File: config.mk
export PLATFORM = sky130hd
export DESIGN_NAME = fabric_config_loader
export DESIGN_NICKNAME = d
export VERILOG_FILES = /design/src/rtl/fabric_cfg_pkg.sv /design/src/rtl/cfg_frame_checker.sv /design/src/rtl/fabric_config_loader.sv
export SDC_FILE = /design/constraint.sdc
export NUM_CORES = 1
export LEC_CHECK = 0
export ABC_AREA = 1
export CORE_MARGIN = 2
export CORE_UTILIZATION = 50
export CTS_CLUSTER_DIAMETER = 100
export DETAILED_ROUTE_END_ITERATION = 10
export PLACE_DENSITY = 0.76
export RECOVER_POWER = 100
export SLEW_MARGIN = 10
export SYNTH_ARGS = -nofsm -noshare
export SYNTH_HDL_FRONTEND = slang
export SYNTH_SLANG_ARGS = --single-unit
File: constraint.sdc
create_clock -name clk -period 1.7 [get_ports clk]
set_input_delay 0.34 -clock clk [delete_from_list [all_inputs] [get_ports clk]]
set_output_delay 0.34 -clock clk [all_outputs]
set_load 0.05 [all_outputs]
File: src/rtl/fabric_cfg_pkg.sv
// -----------------------------------------------------------------------------
// fabric_cfg_pkg
// Shared constants and types for the fabric_2x2 configuration loader.
//   - CLB geometry (4 CLBs x 13 config bits) and per-CLB field offsets
//   - frame constants (sync marker, payload length, timeout, fabric reset window)
//   - err_code encodings and the loader state enum
// -----------------------------------------------------------------------------
package fabric_cfg_pkg;

    // Fabric geometry
    localparam int CLB_CFG_W  = 13;
    localparam int NUM_CLBS   = 4;
    localparam int CFG_WIDTH  = CLB_CFG_W * NUM_CLBS;
    localparam int NUM_BYTES  = (CFG_WIDTH + 7) / 8;
    localparam int BYTE_CNT_W = $clog2(NUM_BYTES);

    // Field layout inside one CLB's 13-bit slice
    localparam int CLB_MODE_LSB  = 0;
    localparam int CLB_MODE_W    = 2;
    localparam int CLB_ASEL_LSB  = 2;
    localparam int CLB_ASEL_W    = 3;
    localparam int CLB_BSEL_LSB  = 5;
    localparam int CLB_BSEL_W    = 3;
    localparam int CLB_ROUTE_LSB = 8;
    localparam int CLB_ROUTE_W   = 4;
    localparam int CLB_USEFF_BIT = 12;

    // Framing
    localparam logic [7:0] SYNC_BYTE = 8'hA5;
    localparam int TIMEOUT_CYCLES    = 255;
    localparam int IDLE_CNT_W        = $clog2(TIMEOUT_CYCLES);
    localparam int FABRIC_RST_CYCLES = 4;
    localparam int HOLD_CNT_W        = $clog2(FABRIC_RST_CYCLES);

    // Error codes reported on err_code
    typedef logic [1:0] err_code_t;
    localparam err_code_t ERR_NONE     = 2'b00;
    localparam err_code_t ERR_CHECKSUM = 2'b01;
    localparam err_code_t ERR_TIMEOUT  = 2'b10;

    typedef enum logic [1:0] {
        ST_IDLE    = 2'd0,
        ST_PAYLOAD = 2'd1,
        ST_CHECK   = 2'd2,
        ST_HOLD    = 2'd3
    } cfg_state_e;

    // Extract the 13-bit configuration slice of CLB number idx
    function automatic logic [CLB_CFG_W-1:0] clb_slice(
        input logic [CFG_WIDTH-1:0] cfg,
        input int                   idx
    );
        return cfg[idx*CLB_CFG_W +: CLB_CFG_W];
    endfunction

endpackage

File: src/rtl/cfg_frame_checker.sv
// -----------------------------------------------------------------------------
// cfg_frame_checker
// Frame bookkeeping for the config loader: payload byte counter, running XOR
// checksum and the inter-byte idle (timeout) counter.
// Ports:
//   clk, rst_n    clock / async active-low reset
//   frame_start   sync byte accepted: clear counter, checksum and idle count
//   payload_en    payload byte accepted this cycle (data is valid)
//   xfer          any byte accepted this cycle
//   armed         a frame is in progress (idle counter runs)
//   data          byte on the input interface
//   byte_cnt      index of the next payload byte
//   xor_acc       XOR of all payload bytes received so far
//   last_byte     byte_cnt points at the final payload byte
//   timeout       idle limit reached this cycle with no transfer
// -----------------------------------------------------------------------------
module cfg_frame_checker
    import fabric_cfg_pkg::*;
(
    input  logic                  clk,
    input  logic                  rst_n,
    input  logic                  frame_start,
    input  logic                  payload_en,
    input  logic                  xfer,
    input  logic                  armed,
    input  logic [7:0]            data,
    output logic [BYTE_CNT_W-1:0] byte_cnt,
    output logic [7:0]            xor_acc,
    output logic                  last_byte,
    output logic                  timeout
);

    logic [BYTE_CNT_W-1:0] byte_cnt_reg;
    logic [7:0]            xor_acc_reg;
    logic [IDLE_CNT_W-1:0] idle_cnt_reg;

    // idle_cnt counts completed idle cycles; the cycle that would make it
    // TIMEOUT_CYCLES is the one that fires.
    assign timeout   = armed && !xfer &&
                       (idle_cnt_reg == IDLE_CNT_W'(TIMEOUT_CYCLES - 1));
    assign last_byte = (byte_cnt_reg == BYTE_CNT_W'(NUM_BYTES - 1));
    assign byte_cnt  = byte_cnt_reg;
    assign xor_acc   = xor_acc_reg;

    always_ff @(posedge clk or negedge rst_n) begin
        if (!rst_n) begin
            byte_cnt_reg <= '0;
            xor_acc_reg  <= '0;
            idle_cnt_reg <= '0;
        end else if (frame_start) begin
            byte_cnt_reg <= '0;
            xor_acc_reg  <= '0;
            idle_cnt_reg <= '0;
        end else begin
            if (payload_en) begin
                byte_cnt_reg <= byte_cnt_reg + 1'b1;
                xor_acc_reg  <= xor_acc_reg ^ data;
            end
            if (xfer) begin
                idle_cnt_reg <= '0;
            end else if (armed) begin
                idle_cnt_reg <= timeout ? '0 : idle_cnt_reg + 1'b1;
            end
        end
    end

endmodule

File: src/rtl/fabric_config_loader.sv
// -----------------------------------------------------------------------------
// fabric_config_loader
// Receives a framed configuration bitstream (sync, NUM_BYTES payload bytes
// LSB-first, XOR checksum) over a valid/ready byte interface. A frame with a
// matching checksum is committed atomically to config_bits, after which the
// fabric is held in reset for FABRIC_RST_CYCLES cycles.
// Ports:
//   clk, rst_n     clock / async active-low reset
//   in_data        bitstream byte
//   in_valid       byte present
//   in_ready       loader accepts a byte (transfer = in_valid & in_ready)
//   config_bits    committed configuration to the fabric
//   cfg_loaded     at least one frame committed since reset
//   fabric_rst_n   active-low reset to the fabric
//   busy           frame in progress or fabric reset window active
//   cfg_done       one-cycle pulse on commit
//   cfg_err        one-cycle pulse on rejected frame
//   err_code       reason of last rejection, cleared by the next sync byte
// -----------------------------------------------------------------------------
module fabric_config_loader
    import fabric_cfg_pkg::*;
(
    input  logic                 clk,
    input  logic                 rst_n,
    input  logic [7:0]           in_data,
    input  logic                 in_valid,
    output logic                 in_ready,
    output logic [CFG_WIDTH-1:0] config_bits,
    output logic                 cfg_loaded,
    output logic                 fabric_rst_n,
    output logic                 busy,
    output logic                 cfg_done,
    output logic                 cfg_err,
    output logic [1:0]           err_code
);

    cfg_state_e            state_reg, state_next;
    logic                  started_reg;
    logic [CFG_WIDTH-1:0]  config_bits_reg, config_bits_next;
    logic [CFG_WIDTH-1:0]  shadow_bits;
    logic                  cfg_loaded_reg, cfg_loaded_next;
    logic                  fabric_rst_n_reg, fabric_rst_n_next;
    logic                  cfg_done_reg, cfg_done_next;
    logic                  cfg_err_reg, cfg_err_next;
    err_code_t             err_code_reg, err_code_next;
    logic [HOLD_CNT_W-1:0] hold_cnt_reg, hold_cnt_next;

    logic                  xfer;
    logic                  frame_start;
    logic                  payload_en;
    logic                  armed;
    logic [BYTE_CNT_W-1:0] byte_cnt;
    logic [7:0]            xor_acc;
    logic                  last_byte;
    logic                  timeout;

    // started_reg keeps the interface closed during the first cycle after
    // reset release so nothing is accepted while reset is still settling.
    assign in_ready     = started_reg && (state_reg != ST_HOLD);
    assign xfer         = in_valid && in_ready;
    assign armed        = (state_reg == ST_PAYLOAD) || (state_reg == ST_CHECK);
    assign busy         = (state_reg != ST_IDLE);
    assign config_bits  = config_bits_reg;
    assign cfg_loaded   = cfg_loaded_reg;
    assign fabric_rst_n = fabric_rst_n_reg;
    assign cfg_done     = cfg_done_reg;
    assign cfg_err      = cfg_err_reg;
    assign err_code     = err_code_reg;

    cfg_frame_checker u_checker (
        .clk         (clk),
        .rst_n       (rst_n),
        .frame_start (frame_start),
        .payload_en  (payload_en),
        .xfer        (xfer),
        .armed       (armed),
        .data        (in_data),
        .byte_cnt    (byte_cnt),
        .xor_acc     (xor_acc),
        .last_byte   (last_byte),
        .timeout     (timeout)
    );

    // Shadow register, one lane per payload byte. The top lane keeps only the
    // bits that fit in CFG_WIDTH; the excess payload bits are dropped here.
    genvar gi;
    for (gi = 0; gi < NUM_BYTES; gi++) begin : g_lane
        localparam int LO = 8 * gi;
        localparam int W  = ((CFG_WIDTH - LO) < 8) ? (CFG_WIDTH - LO) : 8;
        logic [W-1:0] lane_reg;

        always_ff @(posedge clk or negedge rst_n) begin
            if (!rst_n) begin
                lane_reg <= '0;
            end else if (payload_en && (byte_cnt == BYTE_CNT_W'(gi))) begin
                lane_reg <= in_data[W-1:0];
            end
        end

        assign shadow_bits[LO +: W] = lane_reg;
    end

    always_comb begin
        state_next        = state_reg;
        config_bits_next  = config_bits_reg;
        cfg_loaded_next   = cfg_loaded_reg;
        fabric_rst_n_next = 1'b1;
        cfg_done_next     = 1'b0;
        cfg_err_next      = 1'b0;
        err_code_next     = err_code_reg;
        hold_cnt_next     = hold_cnt_reg;
        frame_start       = 1'b0;
        payload_en        = 1'b0;

        case (state_reg)
            ST_IDLE: begin
                if (xfer && (in_data == SYNC_BYTE)) begin
                    frame_start   = 1'b1;
                    err_code_next = ERR_NONE;
                    state_next    = ST_PAYLOAD;
                end
            end

            ST_PAYLOAD: begin
                if (timeout) begin
                    cfg_err_next  = 1'b1;
                    err_code_next = ERR_TIMEOUT;
                    state_next    = ST_IDLE;
                end else if (xfer) begin
                    payload_en = 1'b1;
                    if (last_byte) begin
                        state_next = ST_CHECK;
                    end
                end
            end

            ST_CHECK: begin
                if (timeout) begin
                    cfg_err_next  = 1'b1;
                    err_code_next = ERR_TIMEOUT;
                    state_next    = ST_IDLE;
                end else if (xfer) begin
                    if (in_data == xor_acc) begin
                        config_bits_next  = shadow_bits;
                        cfg_done_next     = 1'b1;
                        cfg_loaded_next   = 1'b1;
                        fabric_rst_n_next = 1'b0;
                        hold_cnt_next     = '0;
                        state_next        = ST_HOLD;
                    end else begin
                        cfg_err_next  = 1'b1;
                        err_code_next = ERR_CHECKSUM;
                        state_next    = ST_IDLE;
                    end
                end
            end

            ST_HOLD: begin
                // Commit edge already drove fabric_rst_n low; HOLD spans the
                // remaining cycles so the low window is FABRIC_RST_CYCLES long.
                if (hold_cnt_reg == HOLD_CNT_W'(FABRIC_RST_CYCLES - 1)) begin
                    state_next = ST_IDLE;
                end else begin
                    fabric_rst_n_next = 1'b0;
                    hold_cnt_next     = hold_cnt_reg + 1'b1;
                end
            end

            default: begin
                state_next = ST_IDLE;
            end
        endcase
    end

    always_ff @(posedge clk or negedge rst_n) begin
        if (!rst_n) begin
            state_reg        <= ST_IDLE;
            started_reg      <= 1'b0;
            config_bits_reg  <= '0;
            cfg_loaded_reg   <= 1'b0;
            fabric_rst_n_reg <= 1'b0;
            cfg_done_reg     <= 1'b0;
            cfg_err_reg      <= 1'b0;
            err_code_reg     <= ERR_NONE;
            hold_cnt_reg     <= '0;
        end else begin
            state_reg        <= state_next;
            started_reg      <= 1'b1;
            config_bits_reg  <= config_bits_next;
            cfg_loaded_reg   <= cfg_loaded_next;
            fabric_rst_n_reg <= fabric_rst_n_next;
            cfg_done_reg     <= cfg_done_next;
            cfg_err_reg      <= cfg_err_next;
            err_code_reg     <= err_code_next;
            hold_cnt_reg     <= hold_cnt_next;
        end
    end

endmodule
==> results by group, run 1 <==
Outcome
  – Run status: finished, violations left
  – Failing checks: negative setup slack

Routing
  – Via density: 5.621
  – Via count: 5,340
  – ANT nets after route: 0
  – WL/cell: 18.84 µm
  – Routed wire length: 17,900 µm
  – Starting DRT DRC Count: 547
  – DRC viols: 0
  – Drt first pass iters: 5

Min path
  – Hold/Removal Path Class: in2async

Critical path
  – Worst setup EP type: register
  – R2r endpoint: g_lane[0].lane_reg[7]
  – Worst reg-to-reg path cell count: 9
  – Critical Path RT: 2030 ps
  – R2r setup slk: -130 ps
  – Critical Path Source Type: register
  – Crit Path Max Fanout: 8
  – Crit path kind: reg2reg
  – Crit path from: state_reg[1]
  – Worst Path Arrival: ~2200 ps
  – FF-to-FF Start: state_reg[1]

Global route
  – Largest net degree at the start of global routing: 59
  – Vias in the first global route: 4,891
  – GR Overflow Total: 0
  – Initial antenna violation count: 0
  – GRT Overall Usage: 23.13%
  – Global-route wire length before repair: between 20,000 and 25,000 µm

Timing
  – Worst Tran Pin Value: 726.8 ps
  – RSZ-0062 raised after global routing: yes
  – Final setup viols: 97
  – Crit path time final: roughly 1800 ps
  – Clk_skew: 10.33 ps
  – Fmax: 0.5466 GHz
  – Slew HR: between 50% and 60%
  – Fin Hold WS: 389.8 ps
  – Final slew viol count: 0
  – Number of hold violations in the final report: 0
  – Final setup margin: -129.4 ps
  – Crit share post-route: 107.6%

Synth
  – Cell variety after synth: 27
  – Synth warnings: 0
  – Cell area after synthesis: roughly 5700 µm²
  – Mapped Avg Cell Area: 8.670 µm²
  – Post-synthesis sequential area ratio: approximately 60%
  – Post-Syn Nets: 677
  – Cell count after synthesis: ~650
  – Yosys reg bits: around 130

CTS
  – Cts bufs inserted: 17
  – Num Clock Sinks: 134
  – Worst-path clk slew: 60 ps
  – Clk buf depth: 2
  – H-Tree Depth: 4
  – CTS Root Cell: clkbuf_16
  – TritonCTS clock tree: done
  – Skew-Pair Late Insertion Delay: between 400 and 500 ps

Placed design
  – Post-DP HPWL: 8543 µm
  – RePlAce Congestion: 0.8666
  – IO Port Bufs: 70

Die
  – Chip width: approximately 110 µm
  – FP Rows: 38
  – DIE HEIGHT: 110.5 µm
  – Core Area: 10,940 µm²
  – Die area: 12,210 µm²
  – Initial Utilization: 51.85%
  – # IOs: 71

Job
  – MaxCap Viol Count: 0

Power
  – Final Power: 12.38 mW
  – Pleak: 4.373 nW
  – Worst VDD drop: 0.0009940 V
  – Cell Pwr Density: around 1500 nW/µm²

Final layout
  – Most frequent cells in the layout: nand2_1, dfrtp_1, buf_4
  – Nets: between 800 and 900
  – Commonest non-fill, non-tap cell in the layout: nand2_1
  – Diodes inserted: 0
  – Area growth syn-to-layout: 47.59%
  – Layout cells sized above 1: 38.27%
[worst max-delay path, cell delays in order (launching register included)]
cell       delay [ps]
dfrtp_2           450
ha_4              190
inv_4              60
nand3_4            80
buf_6             160
nor2_4            120
buf_12            170
nand3_4           120
clkbuf_16         210
o21ai_1           170
[logic make-up after synthesis]
family | after synthesis | synth area share (%)
mux | 1 | 0.1765
flops | 134 | 59.14
compound gates | 80 | 7.260
buf+inv | 73 | 5.671
xor+xnor | 3 | 0.4635
other cells | 1 | 0.06613
fa+ha+maj | 12 | 2.648
simple gates | 350 | 24.58
[stage by stage]
| step | setup slack [ps] | cells | util, % | TNS [ps] | cell area [µm²] |
|---|---|---|---|---|---|
| 2_1_floorplan | 11.66 | 654 | - | 0 | 5670 |
| 3_5_place_dp | -322.4 | 898 | 61.81 | -30490 | 6759 |
| 4_1_cts | -106.7 | 937 | 68.94 | -1745 | 7538 |
| 6_report | -129.4 | 950 | 76.53 | -5194 | 8369 |
| 5_1_grt | -208.5 | 950 | 76.53 | -14340 | 8369 |
| 3_3_place_gp | -300.2 | 898 | 61.81 | -28770 | 6759 |
[what timing repair did]
item                                   4_1_cts  5_1_grt
endpoints found under the hold margin        6        0
pin swaps                                    6       21
gates cloned                                 2       11
gates resized for setup                     25      229
setup buffers                                5        2
setup endpoints to repair                  119      126
hold buffers                                 1        0
[power by group]
| group | internal (mW) | switching, mW |
|---|---|---|
| combinational | 1.61 | 2.21 |
| clock | 2.52 | 1.40 |
| sequential | 3.94 | 0.708 |
[routing by layer]
layer  up-vias  wire length, µm  track usage, %
met5         -                0               0
met4         0              984           7.500
met1      2600             6575           28.96
li1       2346                -               -
met2       303             9048           39.26
met3        91             1287           6.147
[cells in the mapped netlist (all sizes together)]
cell type  number  area share, %
nand3          22            2.2
buf            11            1.5
or2             4           0.44
nand4           1           0.11
dfrtp         134             59
xor2            3           0.46
nor2           23            1.8
ha             12            2.6
o22ai           3           0.33
o21bai          1           0.13
a21oi           3           0.26
nand2         300             20
mux2i           1           0.18
inv            54            3.6
clkbuf          7           0.46
a32o            1           0.18
o21ai          72            6.4
conb            1          0.066
clkinv          1          0.066
[how the worst max path moves through the flow]
stage                            endpoint  slack, ps  cells after the start
global placement          config_bits[14]       -300                     12
finish              g_lane[0].lane_reg[7]       -130                      9
detailed placement        config_bits[24]       -320                     11
floorplan                 config_bits[10]         10                     12
global route              config_bits[46]       -210                     12
CTS                              in_ready       -110                      6
[area by class of cell]
cell class              instances  area, µm²
clock buffers                  19      452.9
clock inverters                12      175.2
fillers                       647       2566
inverters                      55      224.0
multi-input cells             448       2603
flip-flops and latches        134       3354
well taps                     140      175.2
repair buffers                142       1385
(Power assumes the default switching activity.)
==> inputs of run 2 (changes only) <==
- CORE_UTILIZATION: 50 -> 52
- CTS_BUF_LIST: default -> sky130_fd_sc_hd__clkbuf_8
- MAX_ROUTING_LAYER: default -> met4
- PLACE_DENSITY: 0.76 -> 0.78
==> run 2 against run 1 <==
Against the previous run:
- sequential cell count stayed put
- maximum frequency down 2.4%
- global-route usage is 4.2 points higher
- the flow still finishes with violations (negative setup slack)
- total power decreased by 7.1%
- clock-buffer cell count down 2
- register-to-register slack worse by 50 ps
- sequential share of layout area barely moved
- largest power group unchanged
- combinational power is 13% higher
- highest routed layer unchanged
- final cell count increased by 1.3%
- clock power fell by 36%
- sequential power about the same
- die area is 3.7% lower
==> results by group, run 2 (synthesized netlist as in run 1, its figures left out) <==
Outcome
  – Run status: finished, violations left (unchanged)
  – Failing checks: negative setup slack (unchanged)

Timing
  – Crit path time final: 1874 ps (was 1829 ps)
  – Fmax: 0.5335 GHz (was 0.5466 GHz)
  – Final slew viol count: 0 (unchanged)
  – Final setup viols: 117 (was 97)
  – Final setup margin: -174.5 ps (was -129.4 ps)
  – Number of hold violations in the final report: 0 (unchanged)
  – RSZ-0062 raised after global routing: yes (unchanged)
  – Worst Tran Pin Value: 1106 ps (was 726.8 ps)
  – Slew HR: 26.25% (was 51.54%)
  – Crit share post-route: 110.3% (was 107.6%)
  – Clk_skew: 13.55 ps (was 10.33 ps)

CTS
  – Skew-Pair Late Insertion Delay: 460 ps (was 420 ps)
  – Num Clock Sinks: 134 (unchanged)
  – Worst-path clk slew: 80 ps (was 60 ps)
  – Clk buf depth: 2 (unchanged)
  – CTS Root Cell: clkbuf_8 (was clkbuf_16)
  – Cts bufs inserted: 17 (unchanged)
  – TritonCTS clock tree: done (unchanged)
  – H-Tree Depth: 4 (unchanged)

Final layout
  – Commonest non-fill, non-tap cell in the layout: nand2_1 (unchanged)
  – Diodes inserted: 0 (unchanged)
  – Fin util: 77.84% (was 76.53%)
  – Final std cells w/o fill: 962 (was 950)
  – Area growth syn-to-layout: 47.51% (was 47.59%)
  – Layout cells sized above 1: 42.94% (was 38.27%)
  – Most frequent cells in the layout: nand2_1, dfrtp_1, clkbuf_2 (was nand2_1, dfrtp_1, buf_4)
  – FILL cells: 613 (was 647)
  – Nets: 832 (was 821)

Die
  – Die area: 11,760 µm² (was 12,210 µm²)
  – Chip width: 108.4 µm (was 110.5 µm)
  – # IOs: 71 (unchanged)
  – Initial Utilization: 52.77% (was 51.85%)
  – FP Rows: 38 (unchanged)
  – DIE HEIGHT: 108.4 µm (was 110.5 µm)
  – Core Area: 10,750 µm² (was 10,940 µm²)

Global route
  – GR Overflow Total: 0 (unchanged)
  – GRT Overall Usage: 27.36% (was 23.13%)
  – Global-route wire length before repair: 23,660 µm (was 22,670 µm)
  – Vias in the first global route: 5,026 (was 4,891)
  – Initial antenna violation count: 0 (unchanged)
  – Largest net degree at the start of global routing: 49 (was 59)

Critical path
  – Worst Path Arrival: 2220 ps (was 2160 ps)
  – CP most frequent cell: nand2_4 (was nand3_4)
  – Worst reg-to-reg path cell count: 14 (was 9)
  – Crit-path cells: inv_2 -> ha_2 -> inv_1 -> nor2_1 -> nand2_1 -> clkinv_2 -> nand2_4 -> nand2_4 -> nor2_4 -> nand2_4 -> buf_12 -> inv_16 -> clkbuf_16 -> or2_1 (was ha_4 -> inv_4 -> nand3_4 -> buf_6 -> nor2_4 -> buf_12 -> nand3_4 -> clkbuf_16 -> o21ai_1)
  – Crit Path Max Fanout: 7 (was 8)
  – Max stage delay on crit path: 390 ps (was 450 ps)
  – CP max stage cell: dfrtp_1 (was dfrtp_2)
  – Worst setup EP type: register (unchanged)
  – Crit path kind: reg2reg (unchanged)
  – Critical Path RT: 2040 ps (was 2030 ps)
  – Critical Path Source Type: register (unchanged)

Min path
  – Worst hold path cell count: 2
  – Hold/Removal Path Class: reg2reg (was in2async)

Routing
  – Drt first pass iters: 5 (unchanged)
  – DRC viols: 0 (unchanged)
  – Routed wire length: 18,750 µm (was 17,900 µm)
  – ANT nets after route: 0 (unchanged)
  – Via count: 5,426 (was 5,340)
  – Via density: 5.640 (was 5.621)
  – WL/cell: 19.49 µm (was 18.84 µm)
  – Starting DRT DRC Count: 477 (was 547)

Placed design
  – IO Port Bufs: 70 (unchanged)
  – DP Cell Count: 900 (was 898)
  – RePlAce Congestion: 0.8826 (was 0.8666)
  – Post-DP HPWL: 8901 µm (was 8543 µm)

Power
  – Cell Pwr Density: 1376 nW/µm² (was 1479 nW/µm²)
  – Pleak: 4.334 nW (was 4.373 nW)
  – Clk network pwr share: 21.9% (was 31.7%)
  – Design internal power: 6.955 mW (was 8.069 mW)
  – Part of the power in registers: 40.6% (was 37.5%)
  – Comb power frac: 37.5% (was 30.8%)
  – Switching Power: 4.553 mW (was 4.312 mW)
  – Worst VDD drop: 0.001268 V (was 0.0009940 V)
  – Switch share: 39.57% (was 34.83%)

Job
  – MaxCap Viol Count: 0 (unchanged)
run 2: worst max-delay path, delay by kind of cell (launching register included):
family                     cells  cell delay, ps
and+or+nand+nor                7             650
buffers and inverters          6             540
DFF                            1             390
adders and majority gates      1             150
run 2: metrics by stage:
| step | setup WS, ps | TNS (ps) | power [mW] | instance area, µm² | hold WS [ps] |
|---|---|---|---|---|---|
| floorplan | 11.66 | 0 | 5.983 | 5670 | 44.41 |
| global placement | -272.4 | -23410 | 6.924 | 6799 | 230.2 |
| detailed placement | -339.7 | -27270 | 7.132 | 6799 | 239.2 |
| CTS | -131.6 | -4034 | 9.810 | 7546 | 297.5 |
| global route | -241.4 | -22640 | 12.04 | 8364 | 503.1 |
| finish | -174.5 | -12350 | 11.51 | 8364 | 480.8 |
run 2: final cells by class:
| class | count | area [µm²] | share of cell area (%) |
|---|---|---|---|
| clock buffer | 17 | 234.0 | 2.797 |
| multi-input combinational | 447 | 2744 | 32.80 |
| tap | 140 | 175.2 | 2.094 |
| clock inverter | 15 | 130.1 | 1.556 |
| timing repair buffer | 154 | 1494 | 17.86 |
| inverter | 55 | 234.0 | 2.797 |
| sequential | 134 | 3353 | 40.09 |
run 2: power groups by stage:
| stage | logic, mW | clock network, mW | registers (mW) |
|---|---|---|---|
| 3_5_place_dp | 2.71 | 0 | 4.42 |
| 6_report | 4.32 | 2.52 | 4.67 |
| 4_1_cts | 2.95 | 2.47 | 4.39 |
| 3_3_place_gp | 2.55 | 0 | 4.37 |
| 2_1_floorplan | 1.57 | 0 | 4.41 |
| 5_1_grt | 4.65 | 2.67 | 4.72 |
run 2: final timing paths:
path | from | endpoint | slack, ps
min in group asynchronous | rst_n | config_bits[21] | 600
hold / removal | config_bits[4] | config_bits[4] | 480
hold reg to reg | config_bits[4] | config_bits[4] | 480
max in group asynchronous | rst_n | config_bits[38] | 170
setup / recovery | u_checker.idle_cnt_reg[0] | cfg_loaded | -170
setup reg to reg | u_checker.idle_cnt_reg[0] | cfg_loaded | -170
run 2: routing by layer:
layer / share of wire, % / wire length, µm / GRT usage (%) / vias to the layer above
li1: - / - / - / 2348
met1: 37 / 6866 / 31.66 / 2690
met2: 51 / 9492 / 45.89 / 294
met3: 7.5 / 1411 / 5.485 / 94
met4: 5.2 / 982 / 12.73 / 0
met5: 0 / 0 / - / -
run 2: timing repair:
item	CTS	global route
buffers inserted	8	8
cloned	6	9
resized for setup	54	273
hold buffers	1	0
hold endpoints to repair	16	0
pin swaps	9	30
endpoints found under the setup margin	107	124
==> inputs of run 3 (changes only) <==
- CORE_ASPECT_RATIO: default -> 1.75
- REMOVE_ABC_BUFFERS: default -> 1
==> run 3 against run 2 <==
Against the previous run:
- critical endpoint unchanged
- utilization is 6.8 points lower
- highest routed layer unchanged
- the flow still finishes with violations (negative setup slack)
- sequential share of layout area increased by 4.3 points
- via count is 7.2% lower
- register-to-register slack improved by 50 ps
- clock-buffer cell count rose by 1
- worst hold slack got worse by 40 ps
- design area fell by 9.6%
- maximum frequency is 2.9% higher
==> results by group, run 3 (synthesized netlist as in run 1, its figures left out) <==
Routing
  – Routed wire length: 15,200 µm (was 18,750 µm)
  – Drt first pass iters: 5 (unchanged)
  – ANT nets after route: 0 (unchanged)
  – WL/cell: 16.08 µm (was 19.49 µm)
  – Via density: 5.329 (was 5.640)
  – Starting DRT DRC Count: 438 (was 477)
  – DRC viols: 0 (unchanged)
  – Via count: 5,036 (was 5,426)

Timing
  – Worst Tran Pin Value: 663.7 ps (was 1106 ps)
  – Slew HR: 55.76% (was 26.25%)
  – RSZ-0062 raised after global routing: yes (unchanged)
  – Clk_skew: 9.163 ps (was 13.55 ps)
  – Final setup viols: 84 (was 117)
  – Final slew viol count: 0 (unchanged)
  – Crit share post-route: 107.2% (was 110.3%)
  – Final setup margin: -122.1 ps (was -174.5 ps)
  – Setup TNS: -2519 ps (was -12,350 ps)
  – Number of hold violations in the final report: 0 (unchanged)
  – Crit path time final: 1822 ps (was 1874 ps)
  – Fmax: 0.5488 GHz (was 0.5335 GHz)
  – Fin Hold WS: 441.0 ps (was 480.8 ps)

Min path
  – Hold/Removal Path Class: in2async (was reg2reg)

Power
  – Comb power frac: 32.5% (was 37.5%)
  – Worst VDD drop: 0.001516 V (was 0.001268 V)
  – Switch share: 36.01% (was 39.57%)
  – Pleak: 4.095 nW (was 4.334 nW)
  – Clk network pwr share: 24.6% (was 21.9%)
  – Switching Power: 3.720 mW (was 4.553 mW)
  – Design internal power: 6.610 mW (was 6.955 mW)
  – Cell Pwr Density: 1367 nW/µm² (was 1376 nW/µm²)
  – Part of the power in registers: 42.9% (was 40.6%)
  – Final Power: 10.33 mW (was 11.51 mW)

Die
  – Core Area: 10,640 µm² (was 10,750 µm²)
  – # IOs: 71 (unchanged)
  – FP Rows: 50 (was 38)
  – Chip width: 82.94 µm (was 108.4 µm)
  – Die area: 11,790 µm² (was 11,760 µm²)
  – DIE HEIGHT: 142.1 µm (was 108.4 µm)
  – Initial Utilization: 53.32% (was 52.77%)

Global route
  – Gr busiest metal: met2 (unchanged)
  – GR Overflow Total: 0 (unchanged)
  – Largest net degree at the start of global routing: 50 (was 49)
  – Met1 Use GR: 25.95% (was 31.66%)
  – Initial antenna violation count: 0 (unchanged)
  – Met3 usage: 4.930% (was 5.485%)
  – Vias in the first global route: 4,798 (was 5,026)
  – Met2 usage: 42.15% (was 45.89%)
  – Global-route wire length before repair: 21,790 µm (was 23,660 µm)
  – GRT Overall Usage: 23.97% (was 27.36%)

Final layout
  – FILL cells: 760 (was 613)
  – Nets: 827 (was 832)
  – Most frequent cells in the layout: nand2_1, dfrtp_1, clkbuf_2 (unchanged)
  – Register area: 3353 µm² (unchanged)
  – Diodes inserted: 0 (unchanged)
  – Commonest non-fill, non-tap cell in the layout: nand2_1 (unchanged)
  – Fin util: 71.08% (was 77.84%)
  – Final std cells w/o fill: 945 (was 962)
  – Area growth syn-to-layout: 33.32% (was 47.51%)
  – Multi-input logic area: 2215 µm² (was 2744 µm²)
  – Layout cells sized above 1: 29.94% (was 42.94%)
  – Final instance area: 7560 µm² (was 8364 µm²)

Critical path
  – R2r setup slk: -120 ps (was -170 ps)
  – Critical Path RT: 2020 ps (was 2040 ps)
  – Worst setup EP type: register (unchanged)
  – Crit Path Max Fanout: 6 (was 7)
  – Worst Path Arrival: 2150 ps (was 2220 ps)
  – Crit path kind: reg2reg (unchanged)
  – Critical Path Source Type: register (unchanged)

Placed design
  – Area of placed instances: 6789 µm² (was 6799 µm²)
  – RePlAce Congestion: 0.8799 (was 0.8826)
  – DP Cell Count: 892 (was 900)
  – Dpl ws: -387.8 ps (was -339.7 ps)
  – Post-DP HPWL: 9467 µm (was 8901 µm)
  – IO Port Bufs: 70 (unchanged)

CTS
  – Worst-path clk slew: 70 ps (was 80 ps)
  – Num Clock Sinks: 134 (unchanged)
  – H-Tree Depth: 4 (unchanged)
  – CTS Root Cell: clkbuf_8 (unchanged)
  – Clk buf depth: 2 (unchanged)
  – Cts bufs inserted: 17 (unchanged)
  – TritonCTS clock tree: done (unchanged)
  – Skew-Pair Late Insertion Delay: 430 ps (was 460 ps)

Outcome
  – Run status: finished, violations left (unchanged)
  – Failing checks: negative setup slack (unchanged)

Job
  – MaxCap Viol Count: 0 (unchanged)
-- run 3: cell count changes in the layout (fill, tap and decap cells not counted), moves of 5 or more --
cell and delta:
nand3_4 -6, o21ai_0 +43, nand2_2 -20, buf_4 +6, buf_12 -11, nand2_1 +52, o21ai_2 -40, buf_16 -5
nand2_4 -31
-- run 3: layer usage --
layer | wire, µm | share of wire (%)
met1 | 5674 | 37
met5 | 0 | 0
met4 | 476 | 3.1
met2 | 8403 | 55
met3 | 642 | 4.2
-- run 3: power by group through the flow --
| stage | clock (mW) | sequential (mW) | combinational (mW) |
|---|---|---|---|
| after floorplan | 0 | 4.41 | 1.56 |
| after global placement | 0 | 4.41 | 2.55 |
| after detailed placement | 0 | 4.45 | 2.68 |
| after CTS | 2.58 | 4.40 | 2.88 |
| after global routing | 2.73 | 4.50 | 3.70 |
| final | 2.54 | 4.44 | 3.35 |
-- run 3: what timing repair did --
action                                 CTS  global route
setup endpoints to repair              113           100
gates cloned                             1             9
pin swaps                                7            20
buffers inserted                         3             9
hold buffers                             1             0
endpoints found under the hold margin    8             0
resized for setup                       17            90
-- run 3: area by class of cell --
class / instances / area share [%]
clock inverter: 12 / 1.705
clock buffer: 18 / 3.277
multi-input combinational: 448 / 29.29
inverter: 55 / 3.012
timing repair inverter: 1 / 0.1159
sequential: 134 / 44.36
timing repair buffer: 147 / 16.09
tap: 130 / 2.152
-- run 3: worst max-delay path, stage by stage, from the launching register on --
cell and delay [ps]:
dfrtp_1 390, inv_2 60, ha_1 140, inv_1 40
nor2_1 90, nand2_1 100, clkinv_2 80, nand2_2 60
nand2_2 90, nor2_4 60, nand2_8 140, clkinv_8 100
clkbuf_16 160, or2_1 200
-- run 3: worst paths after layout --
| path | start | to | cells past startpoint |
|---|---|---|---|
| max reg2reg | u_checker.idle_cnt_reg[0] | cfg_loaded | 13 |
| min reg2reg | g_lane[1].lane_reg[1] | config_bits[9] | 2 |
| max | u_checker.idle_cnt_reg[0] | cfg_loaded | 13 |
| min in group clk | in_data[0] | u_checker.xor_acc[0] | 6 |
| min | rst_n | u_checker.idle_cnt_reg[4] | 2 |
| max in group asynchronous | rst_n | g_lane[4].lane_reg[4] | 3 |
